<file path="config.mk">
export PLATFORM = sky130hd
export DESIGN_NAME = hp_capture_ctrl
export DESIGN_NICKNAME = d
export VERILOG_FILES = /design/src/rtl/hp2vga_pkg.sv /design/src/rtl/hp_sync_edge.sv /design/src/rtl/hp_capture_ctrl.sv
export SDC_FILE = /design/constraint.sdc
export NUM_CORES = 1
export LEC_CHECK = 0
export ABC_AREA = 1
export BUFFER_PORTS_ARGS = -buffer_cell sky130_fd_sc_hd__buf_4
export CAP_MARGIN = 40
export CELL_PAD_IN_SITES_DETAIL_PLACEMENT = 0
export CELL_PAD_IN_SITES_GLOBAL_PLACEMENT = 1
export CORE_ASPECT_RATIO = 1.5
export CORE_MARGIN = 3
export CORE_UTILIZATION = 30
export DETAILED_ROUTE_END_ITERATION = 10
export MAX_ROUTING_LAYER = met4
export PLACE_DENSITY = 0.68
export SLEW_MARGIN = 25
export SYNTH_ARGS = -nofsm -noshare
export SYNTH_HDL_FRONTEND = slang
export SYNTH_SLANG_ARGS = --single-unit
</file>
<file path="constraint.sdc">
create_clock -name clk -period 1.76 [get_ports clk]
set_input_delay 0.264 -clock clk [delete_from_list [all_inputs] [get_ports clk]]
set_output_delay 0.264 -clock clk [all_outputs]
set_load 0.01 [all_outputs]
</file>
<file path="src/rtl/hp2vga_pkg.sv">
// Shared definitions for the HP video capture path: sequencer states,
// default capture geometry and a counter-width helper.
package hp2vga_pkg;

  typedef enum logic [2:0] {
    ST_IDLE      = 3'd0,
    ST_WAIT_LINE = 3'd1,
    ST_SKIP      = 3'd2,
    ST_CAPTURE   = 3'd3,
    ST_LINE_END  = 3'd4
  } cap_state_e;

  localparam int DEF_H_PIXELS = 512;
  localparam int DEF_V_LINES  = 342;

  // Bits needed to hold values 0..max_val (never less than one bit).
  function automatic int cnt_width(input int max_val);
    return (max_val < 2) ? 1 : $clog2(max_val + 1);
  endfunction

endpackage

</file>
<file path="src/rtl/hp_sync_edge.sv">
// One-register rising-edge detector for an already-synchronous strobe.
module hp_sync_edge (
  input  logic clk,
  input  logic rst_n,
  input  logic sig,
  output logic rise
);

  logic sig_reg;

  always_ff @(posedge clk or negedge rst_n) begin
    if (!rst_n) sig_reg <= 1'b0;
    else        sig_reg <= sig;
  end

  assign rise = sig & ~sig_reg;

endmodule

</file>
<file path="src/rtl/hp_capture_ctrl.sv">
// Capture sequencer: turns buffered HSYNC/VSYNC/pixel into decimated frame-store writes.
// Define HP_CAPTURE_ERR_COUNT_EN to count short lines and frame aborts on err_count.
module hp_capture_ctrl
  import hp2vga_pkg::*;
#(
  parameter int DATA_WIDTH = 9,
  parameter int H_PIXELS   = DEF_H_PIXELS,
  parameter int V_LINES    = DEF_V_LINES,
  parameter int H_OFFSET   = 16,
  parameter int SAMPLE_DIV = 2,
  parameter int ADDR_WIDTH = 18
) (
  input  logic                  clk,
  input  logic                  rst_n,
  input  logic                  hsync,
  input  logic                  vsync,
  input  logic [DATA_WIDTH-1:0] pixel,
  output logic                  wr_en,
  output logic [ADDR_WIDTH-1:0] wr_addr,
  output logic [DATA_WIDTH-1:0] wr_data,
  output logic                  frame_done,
  output logic                  locked,
  output logic [7:0]            err_count
);

  localparam int COL_W  = cnt_width(H_PIXELS);
  localparam int ROW_W  = cnt_width(V_LINES);
  localparam int SKIP_W = cnt_width(H_OFFSET);
  localparam int DIV_W  = cnt_width(SAMPLE_DIV);

  cap_state_e            state_reg, state_next;
  logic [ROW_W-1:0]      row_reg, row_next;
  logic [COL_W-1:0]      col_reg, col_next;
  logic [SKIP_W-1:0]     skip_reg, skip_next;
  logic [DIV_W-1:0]      div_reg, div_next;
  logic [ADDR_WIDTH-1:0] addr_reg, addr_next;
  logic [ADDR_WIDTH-1:0] line_start_reg, line_start_next;
  logic                  wr_en_reg, wr_en_next;
  logic [ADDR_WIDTH-1:0] wr_addr_reg, wr_addr_next;
  logic [DATA_WIDTH-1:0] wr_data_reg, wr_data_next;
  logic                  frame_done_reg, frame_done_next;
  logic                  locked_reg, locked_next;
  logic                  err_inc;
  logic                  h_rise, v_rise;
  logic                  final_line_end;

  hp_sync_edge u_hsync_edge (.clk(clk), .rst_n(rst_n), .sig(hsync), .rise(h_rise));
  hp_sync_edge u_vsync_edge (.clk(clk), .rst_n(rst_n), .sig(vsync), .rise(v_rise));

  assign final_line_end = (state_reg == ST_LINE_END) && (row_reg == ROW_W'(V_LINES - 1));

  always_ff @(posedge clk or negedge rst_n) begin
    if (!rst_n) begin
      state_reg      <= ST_IDLE;
      row_reg        <= '0;
      col_reg        <= '0;
      skip_reg       <= '0;
      div_reg        <= '0;
      addr_reg       <= '0;
      line_start_reg <= '0;
      wr_en_reg      <= 1'b0;
      wr_addr_reg    <= '0;
      wr_data_reg    <= '0;
      frame_done_reg <= 1'b0;
      locked_reg     <= 1'b0;
    end else begin
      state_reg      <= state_next;
      row_reg        <= row_next;
      col_reg        <= col_next;
      skip_reg       <= skip_next;
      div_reg        <= div_next;
      addr_reg       <= addr_next;
      line_start_reg <= line_start_next;
      wr_en_reg      <= wr_en_next;
      wr_addr_reg    <= wr_addr_next;
      wr_data_reg    <= wr_data_next;
      frame_done_reg <= frame_done_next;
      locked_reg     <= locked_next;
    end
  end

  always_comb begin
    state_next      = state_reg;
    row_next        = row_reg;
    col_next        = col_reg;
    skip_next       = skip_reg;
    div_next        = div_reg;
    addr_next       = addr_reg;
    line_start_next = line_start_reg;
    wr_en_next      = 1'b0;
    wr_addr_next    = wr_addr_reg;
    wr_data_next    = wr_data_reg;
    frame_done_next = 1'b0;
    locked_next     = locked_reg;
    err_inc         = 1'b0;

    case (state_reg)
      ST_WAIT_LINE: begin
        if (h_rise) begin
          state_next = ST_SKIP;
          skip_next  = SKIP_W'(H_OFFSET);
        end
      end
      ST_SKIP: begin
        // Leaving one count early lines the first write up H_OFFSET+1 clocks after the edge.
        if (skip_reg <= SKIP_W'(1)) begin
          state_next = ST_CAPTURE;
          col_next   = '0;
          div_next   = '0;
        end else begin
          skip_next = skip_reg - 1'b1;
        end
      end
      ST_CAPTURE: begin
        if (col_reg == COL_W'(H_PIXELS)) begin
          state_next = ST_LINE_END;
        end else if (h_rise) begin
          // Short line: rewrite this row from its first address.
          state_next  = ST_SKIP;
          skip_next   = SKIP_W'(H_OFFSET);
          addr_next   = line_start_reg;
          locked_next = 1'b0;
          err_inc     = 1'b1;
        end else begin
          if (div_reg == '0) begin
            wr_en_next   = 1'b1;
            wr_addr_next = addr_reg;
            wr_data_next = pixel;
            addr_next    = addr_reg + 1'b1;
            col_next     = col_reg + 1'b1;
          end
          div_next = (div_reg == DIV_W'(SAMPLE_DIV - 1)) ? '0 : div_reg + 1'b1;
        end
      end
      ST_LINE_END: begin
        if (final_line_end) begin
          state_next      = ST_IDLE;
          frame_done_next = 1'b1;
          locked_next     = 1'b1;
          row_next        = '0;
          addr_next       = '0;
          line_start_next = '0;
        end else begin
          state_next      = ST_WAIT_LINE;
          row_next        = row_reg + 1'b1;
          line_start_next = addr_reg;
        end
      end
      default: ;
    endcase

    // Frame sync overrides everything; a coincident line edge starts row 0 at once.
    if (v_rise) begin
      if (state_reg != ST_IDLE && !final_line_end) begin
        locked_next = 1'b0;
        err_inc     = 1'b1;
      end
      wr_en_next      = 1'b0;
      wr_addr_next    = wr_addr_reg;
      wr_data_next    = wr_data_reg;
      row_next        = '0;
      col_next        = '0;
      div_next        = '0;
      addr_next       = '0;
      line_start_next = '0;
      state_next      = h_rise ? ST_SKIP : ST_WAIT_LINE;
      skip_next       = h_rise ? SKIP_W'(H_OFFSET) : skip_reg;
    end
  end

  assign wr_en      = wr_en_reg;
  assign wr_addr    = wr_addr_reg;
  assign wr_data    = wr_data_reg;
  assign frame_done = frame_done_reg;
  assign locked     = locked_reg;

`ifdef HP_CAPTURE_ERR_COUNT_EN
  logic [7:0] err_cnt_reg;

  always_ff @(posedge clk or negedge rst_n) begin
    if (!rst_n)                              err_cnt_reg <= '0;
    else if (err_inc && err_cnt_reg != 8'hFF) err_cnt_reg <= err_cnt_reg + 8'd1;
  end

  assign err_count = err_cnt_reg;
`else
  logic unused_err_inc;
  assign unused_err_inc = err_inc;
  assign err_count      = 8'd0;
`endif

endmodule

</file>
Word-level counts from Yosys, hierarchy flattened
Cells that the tools add are included.

Flip-flop bits (word level): 97. Input port bits: 13. Output and inout bits: 38. Word-level logic and storage cells: 104.

Add/sub/neg operators: 5. Order comparisons: 1. Equal/unequal tests: 13. Muxes and demuxes: 48. Bitwise operators: 7. Reductions and logical operators: 16.

Operators with widths (count): two-way mux 18 bit (7); two-way mux 10 bit (5); case mux 18 bit (2 select lines) (1); two-way mux 9 bit (3); two-way mux 5 bit (4); case mux 10 bit (2 select lines) (1); adder 18 x 1 -> 18 bit (second input constant) (1); inequality test 3 x 2 -> 1 bit (second input constant) (5); case mux 5 bit (3 select lines) (1); two-way mux 1 bit (13); two-way mux 2 bit (6); two-way mux 3 bit (4); case mux 3 bit (4 select lines) (1); adder 10 x 1 -> 10 bit (second input constant) (1); == test 10 bit (second input constant) (1); AND reduction 5 bit (2); adder 9 x 1 -> 9 bit (second input constant) (1); == test 9 bit (second input constant) (1); nonzero test 3 bit (3); == test 3 x 2 -> 1 bit (second input constant) (2); AND reduction 3 bit (2); less-or-equal comparator 5 x 1 -> 1 bit (second input constant) (1); NOT 1 bit (5); nonzero test 5 bit (1); 16 further kinds (18).

Longest topological paths before layout
Word-level depth: 7. Mapped depth: 12. Gate-level depth less buffers: 12.

Modules after synthesis
From an unflattened synthesis, not the netlist that was laid out.

Cells, all modules: 669. Area, all modules: 5210.0 sq um.

Modules (own cells, without submodules): hp_capture_ctrl (instances 1, cells an instance 663, area an instance 5139.9 sq um, seq. area each 2377.3 sq um); hp_sync_edge (instances 2, cells an instance 3, area an instance 35.0 sq um, seq. area each 25.0 sq um).

Worst setup path after synthesis
No wires, ideal clock.

Path type: register to register. From: reg col_reg[0]. To: reg wr_data_reg[0], in the netlist wr_data[0]. Library setup time: 0.116 ns. Arrival: 1.448 ns. Data required time: 1.644 ns. Slack: 0.196 ns. Cell stages (with the launch flop): 12. Path buffers: 2. Period minus slack after synthesis: 1.564 ns. Cell sequence: dfrtp_1 -> inv_1 -> ha_1 -> nand2_1 -> nor2_1 -> nand4_1 -> nand3_1 -> buf_4 -> inv_2 -> buf_4 -> nand2_1 -> nand2_1.

Word-level cells in the longest chain between the ends: 3.

Ends and longest elaborated chain: from (decl) (line hp_capture_ctrl.sv:33) `logic [COL_W-1:0] col_reg, col_next;`; from (signal assigned) (line hp_capture_ctrl.sv:69) `col_reg <= col_next;`; == test 10 bit (line hp_capture_ctrl.sv:115) `if (col_reg == COL_W'(H_PIXELS)) begin`; NOT 1 bit (no line); AND reduction 5 bit (no line); to (signal assigned) (line hp_capture_ctrl.sv:76) `wr_data_reg <= wr_data_next;`; to (decl) (line hp_capture_ctrl.sv:40) `logic [DATA_WIDTH-1:0] wr_data_reg, wr_data_next;`.

Every way passes these cells. A chain may end at the register's enable or synchronous reset.

Final worst setup path
From: reg col_reg[1]. To: reg wr_addr_reg[10], in the netlist wr_addr[10].

Word-level cells in the longest chain between the ends: 3.

Ends and longest elaborated chain: == test 10 bit (line hp_capture_ctrl.sv:115); NOT 1 bit (no line); AND reduction 5 bit (no line); to (signal assigned) (line hp_capture_ctrl.sv:75) `wr_addr_reg <= wr_addr_next;`; to (decl) (line hp_capture_ctrl.sv:39) `logic [ADDR_WIDTH-1:0] wr_addr_reg, wr_addr_next;`.

Every way passes these cells.

==> results by group <==
Floorplan
  • Starting Density: 0.307
  • Die area: 0.0196 mm²
  • Row Count: 59
  • I/O pin cnt: 51
  • Die X: 115 µm
  • Chip Height: 170 µm
  • Core area: 0.0175 mm²

Setup path
  • Critical R2R Capture: wr_addr[10]
  • Largest stage delay, worst path: 390 ps
  • CP Data Required Time: 1990 ps
  • Type of the worst setup path: reg2reg
  • Startpoint types: flip-flop
  • Arr. time, crit path: 1880 ps
  • FF-to-FF setup slack: 100 ps
  • Crit Path Max Fanout: 8
  • Reg2reg path depth: 9
  • Critical Path End Type: flip-flop
  • CP Buf/Inv Count: 3
  • Critical-path cell list: inv_2 -> ha_4 -> nand2_1 -> nor2_1 -> nand4_1 -> nand3_4 -> buf_6 -> clkbuf_16 -> o21ai_0
  • CP delay by family, top: simple AND/OR/NAND/NOR gates
  • Slowest CP cell: dfrtp_1
  • Worst R2R Start: col_reg[1]

Layout
  • Area occupied by multi-input gates: 0.00253 mm²
  • Share of layout cells above drive strength 1: 0.196
  • # diodes: 0
  • Register area: 0.00243 mm²
  • # fillers: 1837
  • Nets: 818
  • Area growth, synth to finish: 25.3%

CTS
  • CTS clock-pin slew for the worst setup and hold paths: 70 ps
  • H-tree levels: 3
  • CTS tree: done
  • Maximum clock insertion buffer count: 2
  • # clock sinks: 97
  • Clock latency on the worst-skew pair: 350 ps
  • Num CTS Buffers: 9
  • Clock root buffer: clkbuf_16

Timing
  • Fmax: 603 MHz
  • Tightest Pin Transition: 509 ps
  • Worst relative slew slack: 0.657
  • Final min period: 1660 ps
  • Final Skew: 10.9 ps
  • Setup ws final: 102 ps
  • Final setup fails: 0
  • Fin crit share: 0.942
  • Count of final max-slew check failures: 0
  • Final hold vios: 0

Job
  • Max-cap violations: 0

Yosys
  • Leading cell types by total area after synthesis: dfrtp_1 (45%), nand2_1 (18%), o21ai_0 (5.8%)
  • Number of enable flip-flop cells after synthesis: 0
  • Cell Area, Synth: 0.00538 mm²
  • Synthesized netlist cell count: 720
  • Main synth FF type: dfrtp_1
  • Top cells by count, synth: nand2_1 (254), dfrtp_1 (97), inv_1 (71)
  • Syn avg cell area: 7.47 µm²
  • Post-synthesis sequential area ratio: 0.452
  • Ys async rst share: 1.00
  • Synth top area share: 0.452
  • Yosys top cell by area: dfrtp_1
  • Ys Warns: 0
  • Yosys reg bits: 97
  • Count leader, synth: nand2_1
  • Synth cell types: 37

Power and ir drop
  • Power Dens Cells: 1370 mW/mm²
  • Final Power: 9200 µW
  • Leakage dissipation: 0.00329 µW
  • Max rail drop VDD: 0.536 mV

GRT
  • First-pass GRT wire length: 24000 µm
  • Vias in the first global route: 4632
  • Initial antenna violation count: 0
  • Largest net degree at the start of global routing: 40
  • All-layer global routing usage: 0.159
  • Grt ovf: 0

Outcome
  • Status: complete, no violations

Worst hold path
  • Hold EP: u_vsync_edge.sig_reg
  • Hold Path Depth: 1
  • Hold Path Class: in2reg
  • Hold Crit Start: vsync

Route
  • DR WL/cell: 14.6 µm
  • Vias: 4735
  • 1st-iter DRT viols: 192
  • DRT antenna net count: 0
  • Drt drc: 0
  • DR vias/cell: 4.66
  • TritonRoute pass-1 iters: 4
  • Routed Wire Length: 14900 µm

Placed design
  • Setup WS pre-CTS: 28.0 ps
  • RD Place Congestion: 0.805
  • # port buffers: 42
  • Detailed Place HPWL: 10900 µm
per-layer routing:
layer	track usage	wire length (µm)
met5	-	0
met4	0.0424	233
met3	0.0196	308
met2	0.287	8010
met1	0.185	6320
metrics by stage:
step	hold slack [ps]	util	setup TNS, ps	instances	instance area, µm²
6_report	24.2	0.385	0	1016	6730
5_1_grt	13.7	0.385	-70.8	1016	6730
4_1_cts	13.8	0.373	0	1007	6530
3_5_place_dp	231	0.354	0	990	6190
3_3_place_gp	232	0.354	0	990	6190
2_1_floorplan	-31.6	-	0	727	5400
layout make-up:
cell class                      instances  area share
Clock buffer                           12      0.0381
Clock inverter                          4      0.0112
Inverter                               80      0.0463
Multi-Input combinational cell        521       0.375
Sequential cell                        97       0.361
Tap cell                              213      0.0396
Timing Repair Buffer                   89       0.129
cell usage in the layout (no fill, tap or decap), types with 12 or more instances in the layout:
| cell | synthesis | final |
|---|---|---|
| buf_12 | 0 | 12 |
| nand2_1 | 254 | 253 |
| nor2_1 | 55 | 52 |
| inv_1 | 71 | 67 |
| o21ai_0 | 62 | 62 |
| dfrtp_1 | 97 | 96 |
| buf_4 | 16 | 71 |
| nand3_1 | 34 | 33 |
| o21ai_1 | 12 | 12 |
power breakdown:
part	switching (µW)	internal, µW
logic	2220	1580
clock network	868	1320
registers	432	2770
total	3520	5680
logic make-up (layout without fill, tap and decap cells):
logic type               after synthesis  in the layout  synth area share
flip-flops                            97             97             0.452
XOR/XNOR                               8              8            0.0130
AND/OR/NAND/NOR                      383            383             0.301
AO/OA/AOI/OAI                        115            115             0.122
other                                  1              8          0.000698
adder cells (fa/ha/maj)                7              7            0.0163
buffers and inverters                109            185            0.0947
how the worst max path moves through the flow:
| stage | startpoint | to | slack (ps) | cells past startpoint |
|---|---|---|---|---|
| floorplan | col_reg[0] | wr_data[0] | 200 | 11 |
| global placement | addr_reg[0] | addr_reg[14] | 40 | 10 |
| detailed placement | addr_reg[0] | addr_reg[14] | 30 | 10 |
| CTS | addr_reg[0] | addr_reg[14] | 20 | 10 |
| global route | col_reg[1] | state_reg[0] | -20 | 11 |
| finish | col_reg[1] | wr_addr[10] | 100 | 9 |
timing repair:
| action | 4_1_cts | 5_1_grt |
|---|---|---|
| gates resized for setup | 0 | 21 |
| buffers inserted | 0 | 6 |
| hold buffers | 1 | 0 |
| endpoints found under the hold margin | 24 | 0 |
| endpoints found under the setup margin | 0 | 51 |
(Power assumes the default switching activity.)
